## src/rtl/dff_wr_arbiter.sv

```systemverilog
`default_nettype none
// ============================================================================
// Module  : dff_wr_arbiter
// Brief   : Round-robin arbiter that serialises NREQ requesters onto one shared
//           DFF register as write / readback-verify transactions, with a
//           sticky readback-mismatch flag.
// Revision: 1.0 - initial release
// ============================================================================
module dff_wr_arbiter #(
  parameter int NREQ  = 4,
  parameter int WIDTH = 4
) (
  input  logic                  clk,
  input  logic                  rst,
  input  logic [NREQ-1:0]       req,
  input  logic [NREQ*WIDTH-1:0] wdata,
  input  logic                  err_clr,
  input  logic [WIDTH-1:0]      reg_q,
  output logic [WIDTH-1:0]      reg_d,
  output logic                  reg_we,
  output logic [NREQ-1:0]       gnt,
  output logic [NREQ-1:0]       done,
  output logic                  busy,
  output logic                  err
);

  localparam int IW = (NREQ > 1) ? $clog2(NREQ) : 1;

  typedef enum logic [1:0] {
    IDLE   = 2'd0,
    WRITE  = 2'd1,
    VERIFY = 2'd2
  } state_t;

  state_t           state_q, state_d;
  logic [IW-1:0]    ptr_q, ptr_d;
  logic [IW-1:0]    win_q, win_d;
  logic [WIDTH-1:0] data_q, data_d;
  logic             err_q, err_d;

  logic             found;
  logic [IW-1:0]    pick;
  logic [WIDTH-1:0] pick_data;
  logic [NREQ-1:0]  win_onehot;

  // First requester at or after ptr_q, wrapping from NREQ-1 back to 0.
  always_comb begin
    int unsigned base;
    int unsigned idx;
    logic [IW-1:0] idx_t;
    found = 1'b0;
    pick  = ptr_q;
    base  = 32'(ptr_q);
    idx   = 0;
    idx_t = '0;
    for (int unsigned k = 0; k < NREQ; k++) begin
      idx   = (base + k) % NREQ;
      idx_t = IW'(idx);
      if (!found && req[idx_t]) begin
        found = 1'b1;
        pick  = idx_t;
      end
    end
  end

  always_comb begin
    pick_data = '0;
    for (int i = 0; i < NREQ; i++) begin
      if (pick == IW'(i)) begin
        pick_data = wdata[i*WIDTH +: WIDTH];
      end
    end
  end

  always_comb begin
    win_onehot = '0;
    for (int i = 0; i < NREQ; i++) begin
      win_onehot[i] = (win_q == IW'(i));
    end
  end

  always_comb begin
    state_d = state_q;
    ptr_d   = ptr_q;
    win_d   = win_q;
    data_d  = data_q;
    err_d   = err_q;
    if (err_clr) begin
      err_d = 1'b0;
    end
    case (state_q)
      IDLE: begin
        if (found) begin
          win_d   = pick;
          data_d  = pick_data;
          state_d = WRITE;
        end
      end
      WRITE: begin
        state_d = VERIFY;
      end
      VERIFY: begin
        // A mismatch overrides a simultaneous clear.
        if (reg_q != data_q) begin
          err_d = 1'b1;
        end
        ptr_d   = (win_q == IW'(NREQ - 1)) ? '0 : win_q + 1'b1;
        state_d = IDLE;
      end
      default: begin
        state_d = IDLE;
      end
    endcase
  end

  always_ff @(posedge clk or negedge rst) begin
    if (!rst) begin
      state_q <= IDLE;
      ptr_q   <= '0;
      win_q   <= '0;
      data_q  <= '0;
      err_q   <= 1'b0;
    end else begin
      state_q <= state_d;
      ptr_q   <= ptr_d;
      win_q   <= win_d;
      data_q  <= data_d;
      err_q   <= err_d;
    end
  end

  assign reg_d  = data_q;
  assign reg_we = (state_q == WRITE);
  assign busy   = (state_q != IDLE);
  assign gnt    = busy ? win_onehot : '0;
  assign done   = (state_q == VERIFY) ? win_onehot : '0;
  assign err    = err_q;

endmodule
`default_nettype wire

```

## config.mk

```make
export PLATFORM = sky130hd
export DESIGN_NAME = dff_wr_arbiter
export DESIGN_NICKNAME = d
export VERILOG_FILES = /design/src/rtl/dff_wr_arbiter.sv
export SDC_FILE = /design/constraint.sdc
export NUM_CORES = 1
export LEC_CHECK = 0
export CAP_MARGIN = 15
export CORE_ASPECT_RATIO = 0.75
export CORE_MARGIN = 3
export CORE_UTILIZATION = 35
export CTS_BUF_LIST = sky130_fd_sc_hd__clkbuf_8
export DETAILED_ROUTE_END_ITERATION = 8
export GPL_TIMING_DRIVEN = 0
export PLACE_DENSITY = 0.71
export SYNTH_ARGS = -nofsm -noshare
export SYNTH_HDL_FRONTEND = slang
export SYNTH_SLANG_ARGS = --single-unit
```

## constraint.sdc

```tcl
create_clock -name clk -period 2 [get_ports clk]
set_input_delay 0.6 -clock clk [delete_from_list [all_inputs] [get_ports clk]]
set_output_delay 0.6 -clock clk [all_outputs]
set_load 0.02 [all_outputs]
```

==> flow_summary.toml, run 1 <==
[sta]
clock.fmax_ghz = 0.511
hold_viol_final = 0
finClkSkew_ns = 0.00742
slew_viol_final = 0
finalSetupTns_ns = 0
finalCriticalPeriod_ns = 1.96
setup_viol = 0
fin_crit_sh = 0.978
worst_slew_pin_slew_ns = 0.502
relSlewSlack = 0.664

[power]
vdd_ir_drop_max_uv = 687
p_per_area_mw_per_mm2 = 1320
leakage_nw = 0.588
p_total_w = 0.00183

[setup_path]
worstSetupPathType = "reg -> out"
cp-end-kind = "output pin"
cp.required_ns = 1.40
cp_max_fo = 4
crit_arrival_ns = 1.36
cp-start-kind = "flip-flop"

[drt]
post_drt_wl_per_cell_um = 14.1
avgViaCountPerCell = 5.32
drtIter0Drc = 50
met3_length_um = 177
drtPass1Iterations = 4
highest_layer = "met4"
drc = 0
vias = 931
wl_met1_mm = 1.14
postRouteAntennaNets = 0
wl_met2_mm = 1.14
routed_wl_mm = 2.46

[die]
fp.dieW_um = 63.4
start_util = 0.399
dieArea_mm2 = 0.00311
fp-row-count = 14
io_pins = 42
die_y_um = 49.1
core_mm2 = 0.00217

[finish]
fin_nets = 175
design_area_mm2 = 0.00139
final_cell_mix = "clkdlybuf4s50_1, nor2b_1, dfrtp_1"
mostFrequentLayoutCell = "clkdlybuf4s50_1"
fillers = 207
drive_gt1_frac = 0.203
area_growth_pct = 60.4
num_antenna_cells = 0

[synthesis]
synth_top_cell_by_area = "dfrtp_1"
syn_avg_cell_area_um2 = 9.02
ys_ff_latch = 11
synth_area_leaders = "dfrtp_1, nor2b_1, a2111o_1"
yosysSeqAreaShare = 0.318
netlist.area_leader.share = 0.318
synth_nets = 127
synthDistinctLibCells = 27
yosys_warnings = 0
postSynthCellCount = 96
synth_area_um2 = 866

[global_routing]
grt_pass1_wl_mm = 4.00
grt_start_max_net_pins = 12
grt_pass1_vias = 890
grt_remaining_overflow = 0
grt_usage = 0.162
antenna_found_initial = 0

[clock_tree]
cts_max_level = 1
cts_tree = "yes"
numCtsBuffers = 3
clockRootBuffer = "clkbuf_8"
insertion_delay_ns = 0.24
clk_pin_slew_ns = 0.06
cts_buffer_depth = 2
clkSinkCount = 11

[job]
drv_cap = 0

[outcome]
outcome = "finished clean"

[placed_design]
numPortBuffers = 41
dpl_cell_area_mm2 = 0.00132
hpwl_mm = 1.99
gp_congestion = 0.718

[min_path]
hp-class = "reg -> reg"
## per-layer routing
layer,GRT usage,vias up
li1,-,453
met1,0.213,438
met2,0.263,38
met3,0.0599,2
met4,0.0108,0
met5,0,-
## cell type report
cell class | instances | area [µm²] | area share
Tap cell | 32 | 40.0 | 0.0288
Timing Repair Buffer | 43 | 395 | 0.285
Clock buffer | 3 | 41.3 | 0.0297
Sequential cell | 11 | 278 | 0.200
Buffer | 3 | 15.0 | 0.0108
Multi-Input combinational cell | 78 | 599 | 0.432
Clock inverter | 1 | 5.00 | 0.00360
Inverter | 4 | 15.0 | 0.0108
## path summary, 6_finish.rpt
check	from	end	slack (ns)	cells after the start
setup / recovery	win_q[0]	done[2]	0.04	4
hold / removal	err	err	0.54	2
setup reg to reg	ptr_q[1]	reg_d[0]	0.29	6
hold reg to reg	err	err	0.54	2
max in group asynchronous	rst	state_q[1]	0.93	1
min in group asynchronous	rst	err	0.70	1
## per-stage QoR
step | worst slack, ns | hold slack [ns] | util | instances
2_1_floorplan | 0.217 | 0.304 | - | 96
3_3_place_gp | -0.492 | 0.531 | 0.606 | 169
3_5_place_dp | -0.539 | 0.530 | 0.606 | 169
4_1_cts | 0.00540 | 0.545 | 0.644 | 174
5_1_grt | -0.000753 | 0.569 | 0.639 | 175
6_report | 0.0434 | 0.542 | 0.639 | 175
## sequential cells by signal, summed over array words and instances, names as in the netlist
name     count
win_q        2
reg_d        4
state_q      2
ptr_q        2
err          1
## cell families (layout without fill, tap and decap cells)
kind of cell	count (synthesis)	after routing	share of synthesized area
fa+ha+maj	4	4	0.0578
xor+xnor	4	4	0.0405
flops	11	11	0.318
simple gates	47	47	0.318
buf+inv	7	54	0.0332
compound gates	23	23	0.233
## report_power, final
part	switching, W	internal (W)
combinational	0.000632	0.000510
clock	0.0000888	0.000137
sequential	0.000127	0.000336
total	0.000848	0.000983
## worst max-delay path: stages, from the launching register on
cell	delay [ns]
dfrtp_1	0.41
inv_1	0.11
ha_1	0.17
and2_1	0.15
clkdlybuf4s15_2	0.28
## cells in the mapped netlist
master / n
nand3_1: 8
nor2b_1: 14
and2_1: 4
inv_2: 1
a2111o_1: 5
nor2b_2: 1
a2111oi_4: 1
ha_1: 4
nor4_2: 1
xor2_1: 4
a41oi_1: 4
nor3_2: 2
inv_1: 3
o21ai_1: 8
nand2_1: 8
nor2_1: 2
buf_2: 2
clkbuf_1: 1
nand4_1: 4
nand2b_1: 2
o221a_2: 1
o21a_2: 1
o22ai_1: 1
nor4_1: 1
o31ai_1: 1
dfrtp_1: 11
a2bb2oi_1: 1
## timing repair
item                                    in CTS  in global routing
pin swaps                                    1                  2
resized for setup                           29                 11
hold buffers                                 0                  0
endpoints found under the setup margin      17                  8
setup buffers                                1                  1
Power figures use the tool's default switching activity.
==> inputs of run 2 (changes only) <==
MAX_ROUTING_LAYER = met4   (was not set)
==> run 2 against run 1 <==
Register-to-register slack about the same; sequential cell count did not move; largest cell class unchanged; die area did not move; setup slack got worse by 0.00075 ns; combinational power about the same; count of clock-buffer cells in the layout is the same; global-route usage grew 0.45 points; critical path type unchanged; sequential share of layout area is the same; first-iteration DRC count increased by 22%; routed wire length is the same.
==> flow_summary.toml, run 2 (synthesized netlist as in run 1, its figures left out) <==
[clock_tree]
hold_buffers = 0
clockRootBuffer = "clkbuf_8"
clkSinkCount = 11
numCtsBuffers = 3
clk_pin_slew_ns = 0.06
cts_tree = "yes"
cts_max_level = 1
insertion_delay_ns = 0.24
cts_buffer_depth = 2

[sta]
finalSetupTns_ns = 0
clock.fmax_ghz = 0.511
finalCriticalPeriod_ns = 1.96
finClkSkew_ns = 0.00756
worst_slew_pin_slew_ns = 0.499
slew_viol_final = 0
hold_viol_final = 0
relSlewSlack = 0.666
fin_crit_sh = 0.979
setup_viol = 0

[power]
p_clk_frac = 0.124
leakage_nw = 0.588
p_int_w = 0.000983
vdd_ir_drop_max_uv = 687
p_per_area_mw_per_mm2 = 1320
power_frac_seq = 0.252
netSwitchingFraction = 0.462
pwr-share-comb = 0.624
power_switching_w = 0.000845

[die]
core_mm2 = 0.00217
fp-row-count = 14
start_util = 0.399
die_y_um = 49.1
dieArea_mm2 = 0.00311
fp.dieW_um = 63.4
io_pins = 42

[setup_path]
cp-end-kind = "output pin"
timing.rr.start = "ptr_q[1]"
cp_max_fo = 4
cp-start-kind = "flip-flop"
cp.required_ns = 1.40
crit_buf_inv = 2
crit_family = "flip-flops"
worstSetupPathType = "reg -> out"
path_cells = "inv_1 -> ha_1 -> and2_1 -> clkdlybuf4s15_2"
cp_slowest_cell = "dfrtp_1"
slowest_delay_ns = 0.41
crit_arrival_ns = 1.36
rrSetupSlack_ns = 0.29
crit_path_start = "win_q[0]"

[drt]
highest_layer = "met4"
avgViaCountPerCell = 5.28
postRouteAntennaNets = 0
routed_wl_mm = 2.46
drc = 0
wl_met1_mm = 1.11
wl_met2_mm = 1.15
met3_length_um = 201
vias = 924
post_drt_wl_per_cell_um = 14.1
drtIter0Drc = 61
drtPass1Iterations = 4

[global_routing]
grt_pass1_vias = 889
grt_pass1_wl_mm = 3.99
grt_usage = 0.166
grt_start_max_net_pins = 12
grt_remaining_overflow = 0
antenna_found_initial = 0

[finish]
area_growth_pct = 60.4
finish.utilization = 0.639
stdcell_count = 175
num_antenna_cells = 0
mostFrequentLayoutCell = "clkdlybuf4s50_1"
drive_gt1_frac = 0.203
final_cell_mix = "clkdlybuf4s50_1, nor2b_1, dfrtp_1"
largest_reg_flops = 4
fin_nets = 175

[min_path]
hp-start = "err"
hp-class = "reg -> reg"

[placed_design]
hpwl_mm = 1.99
placed_cells = 169
gp_congestion = 0.726
numPortBuffers = 41

[job]
drv_cap = 0

[outcome]
outcome = "finished clean"
run 2: what timing repair did:
action / in CTS / in global routing
setup buffers: 1 / 1
endpoints found under the setup margin: 17 / 8
pin swaps: 1 / 2
gates resized for setup: 29 / 11
run 2: final timing paths:
check / depth (start not counted) / end
max: 4 / done[2]
min: 2 / err
max reg2reg: 6 / reg_d[0]
min reg2reg: 2 / err
max in group asynchronous: 1 / state_q[1]
min in group asynchronous: 1 / err
run 2: worst reg2reg max path, cell delays in order (launching register included):
cell,delay (ns)
dfrtp_1,0.31
buf_2,0.21
nor3_2,0.09
a2111oi_4,0.44
o21ai_1,0.13
a2111o_1,0.38
nand3_1,0.10
run 2: final cells by class:
| type | count | area [µm²] |
|---|---|---|
| Fill cell | 207 | 783 |
| Multi-Input combinational cell | 78 | 599 |
| Timing Repair Buffer | 43 | 395 |
| Sequential cell | 11 | 278 |
| Clock buffer | 3 | 41.3 |
| Tap cell | 32 | 40.0 |
| Buffer | 3 | 15.0 |
| Inverter | 4 | 15.0 |
| Clock inverter | 1 | 5.00 |
run 2: through the flow:
stage	hold WS [ns]	setup slack [ns]	total power, W	cell area, µm²
CTS	0.545	0.00540	0.00184	1400
global route	0.569	-0.000751	0.00199	1390
finish	0.542	0.0426	0.00183	1390
floorplan	0.304	0.217	0.00115	866
detailed placement	0.530	-0.539	0.00158	1320
global placement	0.531	-0.492	0.00158	1320
run 2: power by group through the flow:
stage               Clock, W  Combinational [W]  Sequential (W)
floorplan                  0           0.000677        0.000472
global placement           0            0.00114        0.000437
detailed placement         0            0.00115        0.000435
CTS                 0.000232            0.00114        0.000464
global route        0.000248            0.00126        0.000480
finish              0.000226            0.00114        0.000461
run 2: per-layer routing:
metal	track usage	vias to the layer above
met5	-	-
met4	0.0108	0
met3	0.0553	2
met2	0.263	38
met1	0.216	430
li1	-	454
